### src/rtl/bus_timer.sv
`default_nettype none
// ============================================================================
// Module      : bus_timer
// Description : Memory-mapped prescaled timer with four compare channels and
//               a prioritised interrupt level, on a single-cycle-ack bus.
// Revision    : 1.0 - initial release
// ============================================================================
module bus_timer #(
  parameter logic [15:0] PRESCALE_INIT = 16'h0000
) (
  input  logic        clk_i,
  input  logic        rst_i,
  input  logic        cyc_i,
  input  logic        we_i,
  input  logic [31:0] adr_i,
  input  logic [3:0]  sel_i,
  input  logic [31:0] dat_i,
  output logic [31:0] dat_o,
  output logic        ack_o,
  output logic [2:0]  inter
);

  localparam logic [2:0] c_a_ctrl   = 3'd0;
  localparam logic [2:0] c_a_status = 3'd1;
  localparam logic [2:0] c_a_presc  = 3'd2;
  localparam logic [2:0] c_a_count  = 3'd3;

  typedef enum logic [1:0] {
    ST_IDLE = 2'd0,
    ST_ACK  = 2'd1,
    ST_WAIT = 2'd2
  } state_t;

  state_t      r_state, w_state_nxt;
  logic        w_ack, w_acc, w_wr;
  logic [2:0]  w_reg;
  logic [31:0] w_rdata;
  logic [31:0] r_dat;

  logic        r_en;
  logic [3:0]  r_ie;
  logic [3:0]  r_pending;
  logic [15:0] r_prescale;
  logic [15:0] r_pcnt;
  logic [31:0] r_count;
  logic [31:0] r_cmp [4];

  logic        w_tick;
  logic [31:0] w_count_inc;
  logic [3:0]  w_set, w_clr, w_irq;
  logic        w_wr_ctrl, w_wr_status, w_wr_presc, w_wr_count;
  logic [15:0] w_prescale_new;
  logic        w_unused;

  function automatic logic [31:0] f_merge(input logic [31:0] old_v,
                                          input logic [31:0] new_v,
                                          input logic [3:0]  sel);
    logic [31:0] res;
    for (int b = 0; b < 4; b++)
      res[8*b +: 8] = sel[b] ? new_v[8*b +: 8] : old_v[8*b +: 8];
    return res;
  endfunction

  // Handshake: one ack per cycle request; cyc_i must drop before the next one.
  always_ff @(posedge clk_i or posedge rst_i) begin
    if (rst_i) r_state <= ST_IDLE;
    else       r_state <= w_state_nxt;
  end

  always_comb begin
    w_state_nxt = r_state;
    w_ack       = 1'b0;
    case (r_state)
      ST_IDLE: if (cyc_i) w_state_nxt = ST_ACK;
      ST_ACK: begin
        w_ack       = 1'b1;
        w_state_nxt = ST_WAIT;
      end
      ST_WAIT: if (!cyc_i) w_state_nxt = ST_IDLE;
      default: w_state_nxt = ST_IDLE;
    endcase
  end

  assign ack_o    = w_ack;
  assign dat_o    = r_dat;
  assign w_acc    = (r_state == ST_IDLE) && cyc_i;
  assign w_wr     = w_acc && we_i;
  assign w_reg    = adr_i[4:2];
  assign w_unused = ^{adr_i[31:5], adr_i[1:0]};

  assign w_wr_ctrl   = w_wr && (w_reg == c_a_ctrl);
  assign w_wr_status = w_wr && (w_reg == c_a_status);
  assign w_wr_presc  = w_wr && (w_reg == c_a_presc);
  assign w_wr_count  = w_wr && (w_reg == c_a_count);

  always_comb begin
    w_rdata = '0;
    case (w_reg)
      c_a_ctrl:   w_rdata = {24'h0, r_ie, 3'b000, r_en};
      c_a_status: w_rdata = {28'h0, r_pending};
      c_a_presc:  w_rdata = {16'h0, r_prescale};
      c_a_count:  w_rdata = r_count;
      default:    w_rdata = r_cmp[w_reg[1:0]];
    endcase
  end

  // Read data lives only for the ack cycle, so it is zero otherwise.
  always_ff @(posedge clk_i or posedge rst_i) begin
    if (rst_i)      r_dat <= '0;
    else if (w_acc) r_dat <= w_rdata;
    else            r_dat <= '0;
  end

  assign w_prescale_new = {sel_i[1] ? dat_i[15:8] : r_prescale[15:8],
                           sel_i[0] ? dat_i[7:0]  : r_prescale[7:0]};
  assign w_tick         = r_en && (r_pcnt == 16'h0);
  assign w_count_inc    = r_count + 32'd1;

  always_ff @(posedge clk_i or posedge rst_i) begin
    if (rst_i) begin
      r_en       <= 1'b0;
      r_ie       <= 4'h0;
      r_prescale <= PRESCALE_INIT;
      r_pcnt     <= PRESCALE_INIT;
      r_count    <= '0;
      r_pending  <= 4'h0;
      for (int i = 0; i < 4; i++) r_cmp[i] <= 32'hFFFF_FFFF;
    end else begin
      if (w_wr_ctrl && sel_i[0]) begin
        r_en <= dat_i[0];
        r_ie <= dat_i[7:4];
      end
      if (w_wr_presc) begin
        r_prescale <= w_prescale_new;
        r_pcnt     <= w_prescale_new;
      end else if (r_en) begin
        r_pcnt <= (r_pcnt == 16'h0) ? r_prescale : r_pcnt - 16'd1;
      end
      // A bus write to COUNT takes precedence over a coincident tick.
      if (w_wr_count)  r_count <= f_merge(r_count, dat_i, sel_i);
      else if (w_tick) r_count <= w_count_inc;
      r_pending <= w_set | (r_pending & ~w_clr);
      for (int i = 0; i < 4; i++)
        if (w_wr && w_reg[2] && (w_reg[1:0] == 2'(i)))
          r_cmp[i] <= f_merge(r_cmp[i], dat_i, sel_i);
    end
  end

  for (genvar n = 0; n < 4; n++) begin : g_ch
    assign w_set[n] = w_tick && !w_wr_count && (w_count_inc == r_cmp[n]);
    assign w_clr[n] = w_wr_status && sel_i[0] && dat_i[n];
  end

  assign w_irq = r_pending & r_ie;

  always_comb begin
    inter = 3'd0;
    if      (w_irq[3]) inter = 3'd4;
    else if (w_irq[2]) inter = 3'd3;
    else if (w_irq[1]) inter = 3'd2;
    else if (w_irq[0]) inter = 3'd1;
  end

endmodule
`default_nettype wire

### config.mk
export PLATFORM = sky130hd
export DESIGN_NAME = bus_timer
export DESIGN_NICKNAME = d
export VERILOG_FILES = /design/src/rtl/bus_timer.sv
export SDC_FILE = /design/constraint.sdc
export NUM_CORES = 1
export LEC_CHECK = 0
export BUFFER_PORTS_ARGS = -buffer_cell sky130_fd_sc_hd__buf_4
export CORE_AREA = 4 4 343 176
export CTS_BUF_LIST = sky130_fd_sc_hd__clkbuf_8
export DETAILED_ROUTE_END_ITERATION = 8
export DIE_AREA = 0 0 347 180
export GPL_ROUTABILITY_DRIVEN = 0
export PLACE_DENSITY_LB_ADDON = 0.12
export SYNTH_ARGS = -nofsm -noshare
export SYNTH_HDL_FRONTEND = slang
export SYNTH_SLANG_ARGS = --single-unit
### constraint.sdc
create_clock -name clk_i -period 9.46 [get_ports clk_i]
set_input_delay 1.892 -clock clk_i [delete_from_list [all_inputs] [get_ports clk_i]]
set_output_delay 1.892 -clock clk_i [all_outputs]
set_load 0.005 [all_outputs]
==> out/summary.txt <==
Leakage: 6.71 nW
Critical path's most frequent cell: buf_4
Max Root-Sink Buffers: 3
Crit-path leading delay family: simple AND/OR/NAND/NOR gates
Final WL: 63100 um
Main synth FF type: dfstp_2
Initial antenna violation count: 1
HPWL after DPL: 46000 um
Worst Setup End Kind: flop
Die X: 347 um
Drt wl/cell: 26.3 um
Placed Instances: 2318
Die H: 180 um
NumNets Final: 1669
CP Max Fanout: 36
Vias in the first global route: 12556
Iteration-0 DRC Markers: 1280
Post-synth EDFFs: 0
Max-cap viol count: 0
PortBufs: 78
Run status: completed
DR vias: 12929
Least-Margin Pin Slew: 1.26 ns
Relative max-transition margin: 14.8%
Final setup viols: 0
Period utilisation layout: 57.5%
# clock sinks: 235
Congestion Overflow GR: 0
Clock transition at path regs: 0.06 ns
Setup Crit Path Kind: primary input to flop
CP max stage cell: o41ai_1
CTS Buf Count: 42
Syn avg cell area: 9.55 sq um
Proportion of synthesized chip area in sequential cells: 40.8%
Routed Antenna Nets: 0
Yosys warnings: 0
FFs w/ async S/R, synth: 100%
Critical path buffer and inverter count: 3
Largest net degree at the start of global routing: 123
Initial Util: 25.9%
First-pass DRT Iterations: 5
Fin. Hold Viols: 0
Final core utilization: 29.8%
Max incr delay on CP: 0.65 ns
Mapped cell area: 14800 sq um
CP cell instances: buf_4 -> or3b_2 -> buf_4 -> nor3b_1 -> nand3_1 -> buf_4 -> and3_1 -> o311ai_0 -> nor4_1 -> nand4_1 -> o41ai_1
# diodes: 0
I/O pin count: 108
Core footprint: 57100 sq um
Pwr Total: 4.27 mW
DIE AREA: 62500 sq um
CTS resizes: 0
Fin cells: 2395
First-pass GRT wire length: 91700 um
Crit start category: primary input
Layout overhead on the synthesized area: 15.1%
Proportion of layout cells with a drive suffix above 1: 30.2%
Synth cell types: 73
Worst-skew pair later-pin latency: 0.60 ns
Minimum clock period: 5.44 ns
DR WL met2: 27200 um
Setup TNS: 0 ns
CTS tree: done
H-tree lvl count: 2
Clock skew: 0.0294 ns
Mapped Nets: 1626
Fmax: 184 MHz
Worst Hold Class: flop to flop
Post-Syn Instances: 1551
DR vias/cell: 5.40
GR Util All Layers: 19.6%
DRC Markers: 0
Pwr dens: 250 nW/um^2
Uppermost layer routed: met4
CTS Hold Bufs: 0
Worst vdd ir: 74.9 uV
RSZ-0062 raised after global routing: false
Row cnt: 62
Root buffer cell: clkbuf_8
FILL cells: 6114
Met3 WL: 4500 um
M1 WL: 30000 um
Seq cells post-synth: 235
WP data arrival: 5.83 ns
Setup bufs post-CTS: 0
Max-slew violation count: 0
WP data required: 9.85 ns
[worst min-delay path, delay by kind of cell (launching register included)]
kind	cells	cell delay, ns
AND/OR/NAND/NOR	1	0.05
AO/OA/AOI/OAI	1	0.06
flip-flops	1	0.38
[routing by layer]
| layer | GRT usage [%] | up-vias |
|---|---|---|
| met1 | 28.3 | 6564 |
| met2 | 29.7 | 450 |
| met5 | 0 | - |
| met4 | 3.82 | 0 |
| li1 | - | 5820 |
| met3 | 4.71 | 95 |
[logic make-up after synthesis]
kind of cell               after synthesis  share of synthesized area, %
adders and majority gates                3                         0.254
and+or+nand+nor                        465                          15.4
DFF                                    235                          40.8
AOI/OAI and AO/OA                      389                          16.2
buffers and inverters                  145                          3.90
xor gates and xnor gates               100                          5.97
muxes                                  214                          17.5
[placed cells by master (no fill, tap or decap), types with 10 or more instances in the layout]
cell / Yosys / routed
mux2_2: 165 / 165
a22oi_1: 22 / 22
inv_1: 40 / 57
xor2_1: 34 / 34
clkbuf_8: 0 / 53
dfstp_2: 128 / 128
nor3_1: 42 / 42
buf_4: 3 / 104
dfrtp_1: 107 / 107
nor3b_1: 10 / 10
o211ai_1: 10 / 10
xnor2_1: 65 / 65
mux2i_1: 30 / 30
nand3_1: 61 / 61
nor4_1: 20 / 19
a31oi_1: 10 / 10
o21ai_0: 102 / 102
mux4_2: 19 / 19
a21oi_1: 130 / 130
and3_1: 16 / 16
o22ai_1: 23 / 23
nand2_1: 100 / 100
nor2_1: 146 / 146
nand4_1: 20 / 20
[sequential cells by signal (all words and copies together) (netlist names)]
name	count
r_pending	4
r_en	1
dat_o	32
r_cmp	128
r_count	32
r_pcnt	16
r_state	2
r_ie	4
r_prescale	16
[synthesized netlist by cell type, types with 30 or more instances]
| library cell | count | area [sq um] |
|---|---|---|
| inv_1 | 40 | 150 |
| nor3_1 | 42 | 210 |
| dfrtp_1 | 107 | 2680 |
| mux2i_1 | 30 | 300 |
| dfstp_2 | 128 | 3360 |
| nor2_1 | 146 | 548 |
| clkbuf_1 | 82 | 308 |
| nand2_1 | 100 | 375 |
| o21ai_0 | 102 | 510 |
| a21oi_1 | 130 | 651 |
| nand3_1 | 61 | 305 |
| xor2_1 | 34 | 298 |
| xnor2_1 | 65 | 569 |
| mux2_2 | 165 | 1860 |
[worst paths after layout]
path | slack (ns) | to | startpoint | depth (start not counted)
min in group asynchronous | 1.46 | dat_o[20] | rst_i | 2
worst max register to register | 4.69 | r_pending[2] | r_count[0] | 10
worst min register to register | 0.50 | r_cmp[34] | r_cmp[34] | 2
worst max-delay path | 4.02 | r_pending[2] | cyc_i | 11
max in group asynchronous | 6.57 | r_pcnt[14] | rst_i | 3
worst min-delay path | 0.50 | r_cmp[34] | r_cmp[34] | 2
[layout make-up]
| class | count | area (sq um) | area share [%] |
|---|---|---|---|
| clock buffer | 53 | 729 | 4.28 |
| clock inverter | 24 | 173 | 1.01 |
| inverter | 40 | 158 | 0.925 |
| multi-input combinational | 1171 | 8200 | 48.1 |
| sequential | 235 | 6040 | 35.5 |
| tap | 768 | 961 | 5.64 |
| timing repair buffer | 104 | 781 | 4.58 |
[per-stage QoR]
| stage | hold slack (ns) | worst slack (ns) | area, sq um |
|---|---|---|---|
| 2_1_floorplan | 0.468 | 1.33 | 14800 |
| 4_1_cts | 0.499 | 4.19 | 17000 |
| 3_3_place_gp | 0.486 | 3.62 | 16100 |
| 3_5_place_dp | 0.492 | 3.57 | 16100 |
| 6_report | 0.499 | 4.02 | 17000 |
| 5_1_grt | 0.520 | 3.84 | 17000 |
[power by group]
part	switching, mW	total, mW	leakage (nW)	internal, mW
logic	0.754	1.35	3.47	0.598
clock network	0.472	1.06	0.531	0.585
registers	0.476	1.86	2.71	1.38
total	1.70	4.27	6.71	2.56
Note: power is estimated with default switching activity, not from simulation.
